--- config.mk ---
export PLATFORM = sky130hd
export DESIGN_NAME = alu_cmd_issuer_flat
export DESIGN_NICKNAME = d
export VERILOG_FILES = /design/src/rtl/alu_pkg.sv /design/src/rtl/alu_cmd_issuer_if.sv /design/src/rtl/alu_cmd_fifo.sv /design/src/rtl/alu_cmd_issuer.sv /design/src/flat_wrapper.sv
export SDC_FILE = /design/constraint.sdc
export NUM_CORES = 1
export LEC_CHECK = 0
export CORE_MARGIN = 1
export CORE_UTILIZATION = 55
export CTS_BUF_LIST = sky130_fd_sc_hd__clkbuf_8
export DETAILED_ROUTE_END_ITERATION = 16
export GPL_TIMING_DRIVEN = 0
export MAX_ROUTING_LAYER = met4
export PLACE_DENSITY = 0.9
export SYNTH_ARGS = -nofsm -noshare
export SYNTH_HDL_FRONTEND = slang
export SYNTH_SLANG_ARGS = --single-unit
--- constraint.sdc ---
create_clock -name clk -period 3.1 [get_ports clk]
set_input_delay 0.775 -clock clk [delete_from_list [all_inputs] [get_ports clk]]
set_output_delay 0.775 -clock clk [all_outputs]
set_load 0.005 [all_outputs]
--- src/rtl/alu_pkg.sv ---
// Shared types for the ALU command-issue stage: opcodes, command payload, FSM states.
package alu_pkg;

  localparam int unsigned DATA_W = 8;
  localparam int unsigned OP_W   = 3;

  typedef enum logic [OP_W-1:0] {
    ADD = 3'b000,
    SUB = 3'b001,
    SLL = 3'b010,
    LSR = 3'b011,
    AND = 3'b100,
    OR  = 3'b101,
    XOR = 3'b110,
    EQL = 3'b111
  } alu_op_t;

  typedef struct packed {
    alu_op_t           op;
    logic [DATA_W-1:0] a;
    logic [DATA_W-1:0] b;
    logic              chain;
  } alu_cmd_t;

  typedef enum logic [1:0] {
    IDLE    = 2'd0,
    CAPTURE = 2'd1,
    HOLD    = 2'd2
  } issue_state_t;

endpackage

--- src/rtl/alu_cmd_issuer_if.sv ---
// Command and result handshake bundle between a producer/consumer and the issuer.
interface alu_cmd_issuer_if #(
  parameter int unsigned TAG_W = 4
);
  import alu_pkg::*;

  logic                 cmd_valid_i;
  logic                 cmd_ready_o;
  logic [OP_W-1:0]      cmd_op_i;
  logic [DATA_W-1:0]    cmd_a_i;
  logic [DATA_W-1:0]    cmd_b_i;
  logic                 cmd_chain_i;
  logic                 res_valid_o;
  logic                 res_ready_i;
  logic [DATA_W-1:0]    res_data_o;
  logic [TAG_W-1:0]     res_tag_o;

  modport slave (
    input  cmd_valid_i, cmd_op_i, cmd_a_i, cmd_b_i, cmd_chain_i, res_ready_i,
    output cmd_ready_o, res_valid_o, res_data_o, res_tag_o
  );

  modport master (
    output cmd_valid_i, cmd_op_i, cmd_a_i, cmd_b_i, cmd_chain_i, res_ready_i,
    input  cmd_ready_o, res_valid_o, res_data_o, res_tag_o
  );

endinterface

--- src/rtl/alu_cmd_fifo.sv ---
// Synchronous command FIFO; pointers carry one extra wrap bit to tell full from empty.
module alu_cmd_fifo
  import alu_pkg::*;
#(
  parameter int unsigned DEPTH = 4
) (
  input  logic     clk,
  input  logic     reset_n,
  input  logic     i_push,
  input  alu_cmd_t i_wdata,
  input  logic     i_pop,
  output alu_cmd_t o_rdata,
  output logic     o_full,
  output logic     o_empty
);

  localparam int unsigned PTR_W = $clog2(DEPTH);

  logic [PTR_W:0] r_wr_ptr;
  logic [PTR_W:0] r_rd_ptr;
  alu_cmd_t       r_mem [DEPTH];
  logic           w_do_push;
  logic           w_do_pop;

  assign o_full    = (r_wr_ptr[PTR_W] != r_rd_ptr[PTR_W]) &&
                     (r_wr_ptr[PTR_W-1:0] == r_rd_ptr[PTR_W-1:0]);
  assign o_empty   = (r_wr_ptr == r_rd_ptr);
  assign w_do_push = i_push && !o_full;
  assign w_do_pop  = i_pop && !o_empty;
  assign o_rdata   = r_mem[r_rd_ptr[PTR_W-1:0]];

  always_ff @(posedge clk or negedge reset_n) begin
    if (!reset_n) begin
      r_wr_ptr <= '0;
      r_rd_ptr <= '0;
    end else begin
      if (w_do_push) r_wr_ptr <= r_wr_ptr + (PTR_W+1)'(1);
      if (w_do_pop)  r_rd_ptr <= r_rd_ptr + (PTR_W+1)'(1);
    end
  end

  // Storage needs no reset: entries are only visible between the pointers.
  always_ff @(posedge clk) begin
    if (w_do_push) r_mem[r_wr_ptr[PTR_W-1:0]] <= i_wdata;
  end

endmodule

--- src/rtl/alu_cmd_issuer.sv ---
// Issues buffered commands onto a combinational ALU and captures tagged results.
module alu_cmd_issuer
  import alu_pkg::*;
#(
  parameter int unsigned DEPTH = 4,
  parameter int unsigned TAG_W = 4
) (
  input  logic              clk,
  input  logic              reset_n,
  alu_cmd_issuer_if.slave   bus,
  output logic [DATA_W-1:0] a_o,
  output logic [DATA_W-1:0] b_o,
  output logic [OP_W-1:0]   op_o,
  input  logic [DATA_W-1:0] alu_i,
  output logic              busy_o
);

  issue_state_t      r_state;
  issue_state_t      w_state_nxt;
  logic [DATA_W-1:0] r_a;
  logic [DATA_W-1:0] r_b;
  alu_op_t           r_op;
  logic [DATA_W-1:0] r_res_data;
  logic [DATA_W-1:0] r_last_res;
  logic [TAG_W-1:0]  r_res_tag;
  logic [TAG_W-1:0]  r_tag_cnt;
  logic              r_res_valid;

  logic              w_full;
  logic              w_empty;
  logic              w_push;
  logic              w_pop;
  logic              w_capture;
  logic              w_clr_valid;
  logic [DATA_W-1:0] w_last_res;
  alu_cmd_t          w_wdata;
  alu_cmd_t          w_head;

  assign w_push  = bus.cmd_valid_i && !w_full;
  assign w_wdata = '{op: alu_op_t'(bus.cmd_op_i), a: bus.cmd_a_i,
                     b: bus.cmd_b_i, chain: bus.cmd_chain_i};

  alu_cmd_fifo #(.DEPTH(DEPTH)) u_fifo (
    .clk     (clk),
    .reset_n (reset_n),
    .i_push  (w_push),
    .i_wdata (w_wdata),
    .i_pop   (w_pop),
    .o_rdata (w_head),
    .o_full  (w_full),
    .o_empty (w_empty)
  );

  always_ff @(posedge clk or negedge reset_n) begin
    if (!reset_n) r_state <= IDLE;
    else          r_state <= w_state_nxt;
  end

  always_comb begin
    w_state_nxt = r_state;
    w_pop       = 1'b0;
    w_capture   = 1'b0;
    w_clr_valid = 1'b0;
    case (r_state)
      IDLE: begin
        if (!w_empty) begin
          w_pop       = 1'b1;
          w_state_nxt = CAPTURE;
        end
      end
      CAPTURE: begin
        w_capture   = 1'b1;
        w_state_nxt = HOLD;
      end
      HOLD: begin
        if (bus.res_ready_i) begin
          w_clr_valid = 1'b1;
          if (!w_empty) begin
            w_pop       = 1'b1;
            w_state_nxt = CAPTURE;
          end else begin
            w_state_nxt = IDLE;
          end
        end
      end
      default: w_state_nxt = IDLE;
    endcase
  end

  // Forward a result captured on the same edge so a chained load never sees a stale value.
  assign w_last_res = w_capture ? alu_i : r_last_res;

  always_ff @(posedge clk or negedge reset_n) begin
    if (!reset_n) begin
      r_a         <= '0;
      r_b         <= '0;
      r_op        <= ADD;
      r_res_data  <= '0;
      r_last_res  <= '0;
      r_res_tag   <= '0;
      r_tag_cnt   <= '0;
      r_res_valid <= 1'b0;
    end else begin
      if (w_pop) begin
        r_a  <= w_head.chain ? w_last_res : w_head.a;
        r_b  <= w_head.b;
        r_op <= w_head.op;
      end
      if (w_capture) begin
        r_res_data  <= alu_i;
        r_last_res  <= alu_i;
        r_res_tag   <= r_tag_cnt;
        r_tag_cnt   <= r_tag_cnt + TAG_W'(1);
        r_res_valid <= 1'b1;
      end else if (w_clr_valid) begin
        r_res_valid <= 1'b0;
      end
    end
  end

  assign a_o             = r_a;
  assign b_o             = r_b;
  assign op_o            = r_op;
  assign bus.cmd_ready_o = !w_full;
  assign bus.res_valid_o = r_res_valid;
  assign bus.res_data_o  = r_res_data;
  assign bus.res_tag_o   = r_res_tag;
  assign busy_o          = !w_empty || (r_state != IDLE);

endmodule
--- src/flat_wrapper.sv ---
// flat-port wrapper written by rule: the top's interface ports become plain ports
module alu_cmd_issuer_flat import alu_pkg::*;
#(
  parameter int unsigned DEPTH = 4,
  parameter int unsigned TAG_W = 4
)
  (clk, reset_n, a_o, b_o, op_o, alu_i, busy_o, bus_cmd_valid_i, bus_cmd_op_i, bus_cmd_a_i, bus_cmd_b_i, bus_cmd_chain_i, bus_res_ready_i, bus_cmd_ready_o, bus_res_valid_o, bus_res_data_o, bus_res_tag_o);
  alu_cmd_issuer_if #(.TAG_W(TAG_W)) bus_i ();
  input  logic clk;
  input  logic reset_n;
  output logic [DATA_W-1:0] a_o;
  output logic [DATA_W-1:0] b_o;
  output logic [OP_W-1:0] op_o;
  input  logic [DATA_W-1:0] alu_i;
  output logic busy_o;
  input wire logic [$bits(bus_i.cmd_valid_i)-1:0] bus_cmd_valid_i;
  input wire logic [$bits(bus_i.cmd_op_i)-1:0] bus_cmd_op_i;
  input wire logic [$bits(bus_i.cmd_a_i)-1:0] bus_cmd_a_i;
  input wire logic [$bits(bus_i.cmd_b_i)-1:0] bus_cmd_b_i;
  input wire logic [$bits(bus_i.cmd_chain_i)-1:0] bus_cmd_chain_i;
  input wire logic [$bits(bus_i.res_ready_i)-1:0] bus_res_ready_i;
  output wire logic [$bits(bus_i.cmd_ready_o)-1:0] bus_cmd_ready_o;
  output wire logic [$bits(bus_i.res_valid_o)-1:0] bus_res_valid_o;
  output wire logic [$bits(bus_i.res_data_o)-1:0] bus_res_data_o;
  output wire logic [$bits(bus_i.res_tag_o)-1:0] bus_res_tag_o;
  assign bus_i.cmd_valid_i = bus_cmd_valid_i;
  assign bus_i.cmd_op_i = bus_cmd_op_i;
  assign bus_i.cmd_a_i = bus_cmd_a_i;
  assign bus_i.cmd_b_i = bus_cmd_b_i;
  assign bus_i.cmd_chain_i = bus_cmd_chain_i;
  assign bus_i.res_ready_i = bus_res_ready_i;
  assign bus_cmd_ready_o = bus_i.cmd_ready_o;
  assign bus_res_valid_o = bus_i.res_valid_o;
  assign bus_res_data_o = bus_i.res_data_o;
  assign bus_res_tag_o = bus_i.res_tag_o;
  alu_cmd_issuer #(.DEPTH(DEPTH), .TAG_W(TAG_W)) u_core (.clk(clk), .reset_n(reset_n), .bus(bus_i), .a_o(a_o), .b_o(b_o), .op_o(op_o), .alu_i(alu_i), .busy_o(busy_o));
endmodule
==> implementation parameters <==
Parameter                              Value

Placement
  Worst slack at placement    -43.4 ps
  Placer congestion estimate    0.743
  HPWL after detailed placement    5.56 mm
  Number of buffers added on ports    65

CTS
  Inserted Clock Buffers    17
  Clk Latency, worst-skew pair    420 ps
  Post-CTS Hold Fix Bufs    0
  Clock buffer depth    2
  Resized cells post-CTS    0
  Sink count of the clock tree    132
  Number of buffers inserted to repair setup after CTS    0
  Clock tree from TritonCTS    done
  Clock Pin Slew Worst Setup and Hold Paths    80 ps
  Total number of H-tree levels    4
  Clk root buf    sky130_fd_sc_hd__clkbuf_8

Yosys
  Number of instances in the synthesized netlist    262
  Flip-flop and latch count after synthesis    132
  Syn. warnings    0
  Netlist area before placement    0.00504 mm^2
  Mean instance size in the synthesized netlist    19.2 um^2
  Seq/Total Area, Yosys    73.5%
  Syn_nets    300
  Unique cell type count in the Yosys netlist    24

Worst setup path
  Required @ worst endpoint    3140 ps
  Worst Setup Path Type    primary input to flop
  Critical path data arrival time    2710 ps
  Flop2flop setup slack    560 ps
  Worst Path Max Fanout    21
  Capturing element type of the critical path    flop
  Kind of start point of the critical path    primary input

STA
  Actual slew at the worst max-slew pin    1060 ps
  Final hold vios    0
  Crit path time final    2680 ps
  Setup tns final    0 ps
  Post-route worst setup slack    422 ps
  Worst-case headroom to the max-slew limit    29.1%
  Tcrit/Tclk final    86.4%
  Setup-violating endpoint count in the final report    0
  Worst clock skew on the final layout    11.8 ps
  Setup repair after global routing missed its margin    false
  Peak clock frequency supported by timing    373 MHz
  Pins over their slew limit    0

Route
  Initial DRC count    192
  Mean routed wirelength per cell    18.9 um
  DRC violations left    12
  Detailed Routing Iterations Pass 1    11
  Antenna violation net count after detailed routing    0
  Per-cell via count in the routed design    5.59
  Via total after detailed routing    2617
  Post-Route WL    8.82 mm

Floorplan
  Die area    0.00955 mm^2
  Initial Util    57.2%
  Number of ports placed on the die boundary    66
  CORE AREA    0.00881 mm^2
  Row Count    34
  Die Span X    97.7 um
  Height of the die    97.7 um

GRT
  Number of antenna violations at the first check in global routing    0
  Remaining global-route overflow    0
  Pin count of the biggest net entering global routing    35
  Overall routing resource usage    21.3%
  First-pass GRT wire length    14.4 mm
  Vias in the first global route    2715

Layout
  Inserted Diodes    0
  Most common cell after layout, fill and taps aside    sky130_fd_sc_hd__edfxtp_1
  Final core utilization    71.4%
  Area of the multi-input gates    0.00126 mm^2
  Most used cells in the layout excluding fill and tap cells    80 x sky130_fd_sc_hd__edfxtp_1, 64 x sky130_fd_sc_hd__clkdlybuf4s50_1, 52 x sky130_fd_sc_hd__dfrtp_1
  Synth-to-Final Area Change    24.8%
  Footprint of the flip-flops and latches    0.00370 mm^2
  Fraction of layout instances using a drive strength above 1    23.9%
  Fillcell total    547
  Net count of the finished layout    385

Hold path
  Worst min-delay path category    primary input to async pin

Power and ir drop
  IR drop worst, VDD    0.542 mV
  Cell leakage power    2.35 nW
  Cell area power density    1070 mW/mm^2

Flow run
  Max-capacitance violation count    0

Outcome
  Outcome    complete, but fails checks
  Violations in the final reports    DRC
==> flip-flops by register name, summed over array words and instances (netlist names), 4 cells and up <==
signal / flops
u_core.a_o: 8
u_core.b_o: 8
u_core.bus.res_data_o: 8
u_core.bus.res_tag_o: 4
u_core.r_last_res: 8
u_core.r_tag_cnt: 4
u_core.u_fifo.r_mem: 80
==> per-layer routing <==
layer | track usage (%) | up-vias | wire (um)
met4 | 9.21 | 0 | 160
met1 | 26.3 | 1316 | 3640
met2 | 34.1 | 110 | 4510
met3 | 4.82 | 19 | 508
li1 | - | 1172 | -
met5 | - | - | 0
==> area by class of cell <==
type / instances / area share [%]
clock inverters: 14 / 3.18
flip-flops and latches: 132 / 58.9
repair buffers: 66 / 10.6
plain buffers: 11 / 0.876
clock buffers: 18 / 3.94
well taps: 108 / 2.15
inverters: 5 / 0.299
multi-input cells: 114 / 20.1
==> power by group <==
part	internal (mW)	switching, mW	total (mW)
logic	1.28	1.06	2.34
clock network	0.909	0.678	1.59
registers	2.51	0.274	2.78
==> worst paths after layout <==
| kind | from | end | cells past startpoint |
|---|---|---|---|
| worst max register to register | u_core.u_fifo.r_wr_ptr[1]$_DFFE_PN0P_ | u_core.u_fifo.r_mem[3][19]$_DFFE_PP_ | 3 |
| worst max-delay path | bus_cmd_valid_i | u_core.u_fifo.r_mem[3][19]$_DFFE_PP_ | 4 |
| worst min-delay path | reset_n | u_core.b_o[6]$_DFFE_PN0P_ | 1 |
| worst min register to register | u_core.r_tag_cnt[3]$_DFFE_PN0P_ | u_core.r_tag_cnt[3]$_DFFE_PN0P_ | 1 |
| max in group asynchronous | reset_n | u_core.r_last_res[5]$_DFF_PN0_ | 2 |
| min in group clk | u_core.r_tag_cnt[3]$_DFFE_PN0P_ | u_core.r_tag_cnt[3]$_DFFE_PN0P_ | 1 |
==> critical path: stages <==
cell and delay (ps):
sky130_fd_sc_hd__clkdlybuf4s50_1 480, sky130_fd_sc_hd__inv_1 40, sky130_fd_sc_hd__a31oi_1 480, sky130_fd_sc_hd__and2_1 930
==> synthesized netlist by cell type <==
cell | instances | area, um^2
sky130_fd_sc_hd__inv_1 | 5 | 18.8
sky130_fd_sc_hd__mux4_2 | 20 | 450
sky130_fd_sc_hd__mux2_2 | 22 | 248
sky130_fd_sc_hd__nand4_1 | 2 | 12.5
sky130_fd_sc_hd__buf_4 | 1 | 7.51
sky130_fd_sc_hd__xor2_1 | 4 | 35.0
sky130_fd_sc_hd__nor2b_1 | 2 | 12.5
sky130_fd_sc_hd__mux2_1 | 11 | 124
sky130_fd_sc_hd__nand2_1 | 4 | 15.0
sky130_fd_sc_hd__buf_2 | 8 | 40.0
sky130_fd_sc_hd__and2_1 | 4 | 25.0
sky130_fd_sc_hd__clkbuf_1 | 2 | 7.51
sky130_fd_sc_hd__o21ai_0 | 1 | 5.00
sky130_fd_sc_hd__nor2_1 | 9 | 33.8
sky130_fd_sc_hd__a31oi_1 | 1 | 6.26
sky130_fd_sc_hd__ha_1 | 6 | 75.1
sky130_fd_sc_hd__a21o_1 | 1 | 7.51
sky130_fd_sc_hd__a311oi_2 | 1 | 15.0
sky130_fd_sc_hd__mux2i_1 | 8 | 80.1
sky130_fd_sc_hd__edfxtp_1 | 80 | 2400
sky130_fd_sc_hd__dfrtp_1 | 52 | 1300
sky130_fd_sc_hd__a21oi_1 | 10 | 50.1
sky130_fd_sc_hd__nand3_1 | 1 | 5.00
sky130_fd_sc_hd__xnor2_1 | 7 | 61.3
==> cells by family after synthesis <==
group / Yosys count / synth area share (%)
flops: 132 / 73.5
mux: 61 / 17.9
simple gates: 22 / 2.06
buf+inv: 16 / 1.47
compound gates: 14 / 1.66
xor+xnor: 11 / 1.91
fa+ha+maj: 6 / 1.49
==> stage by stage <==
stage	power, mW	cell area, um^2	hold slack (ps)	std cells
after floorplan	4.23	5040	440	262
after global placement	5.03	5820	461	435
after detailed placement	5.16	5840	471	436
after CTS	6.78	6290	309	468
after global routing	7.11	6290	327	468
final	6.71	6290	306	468
(Power assumes the default switching activity.)
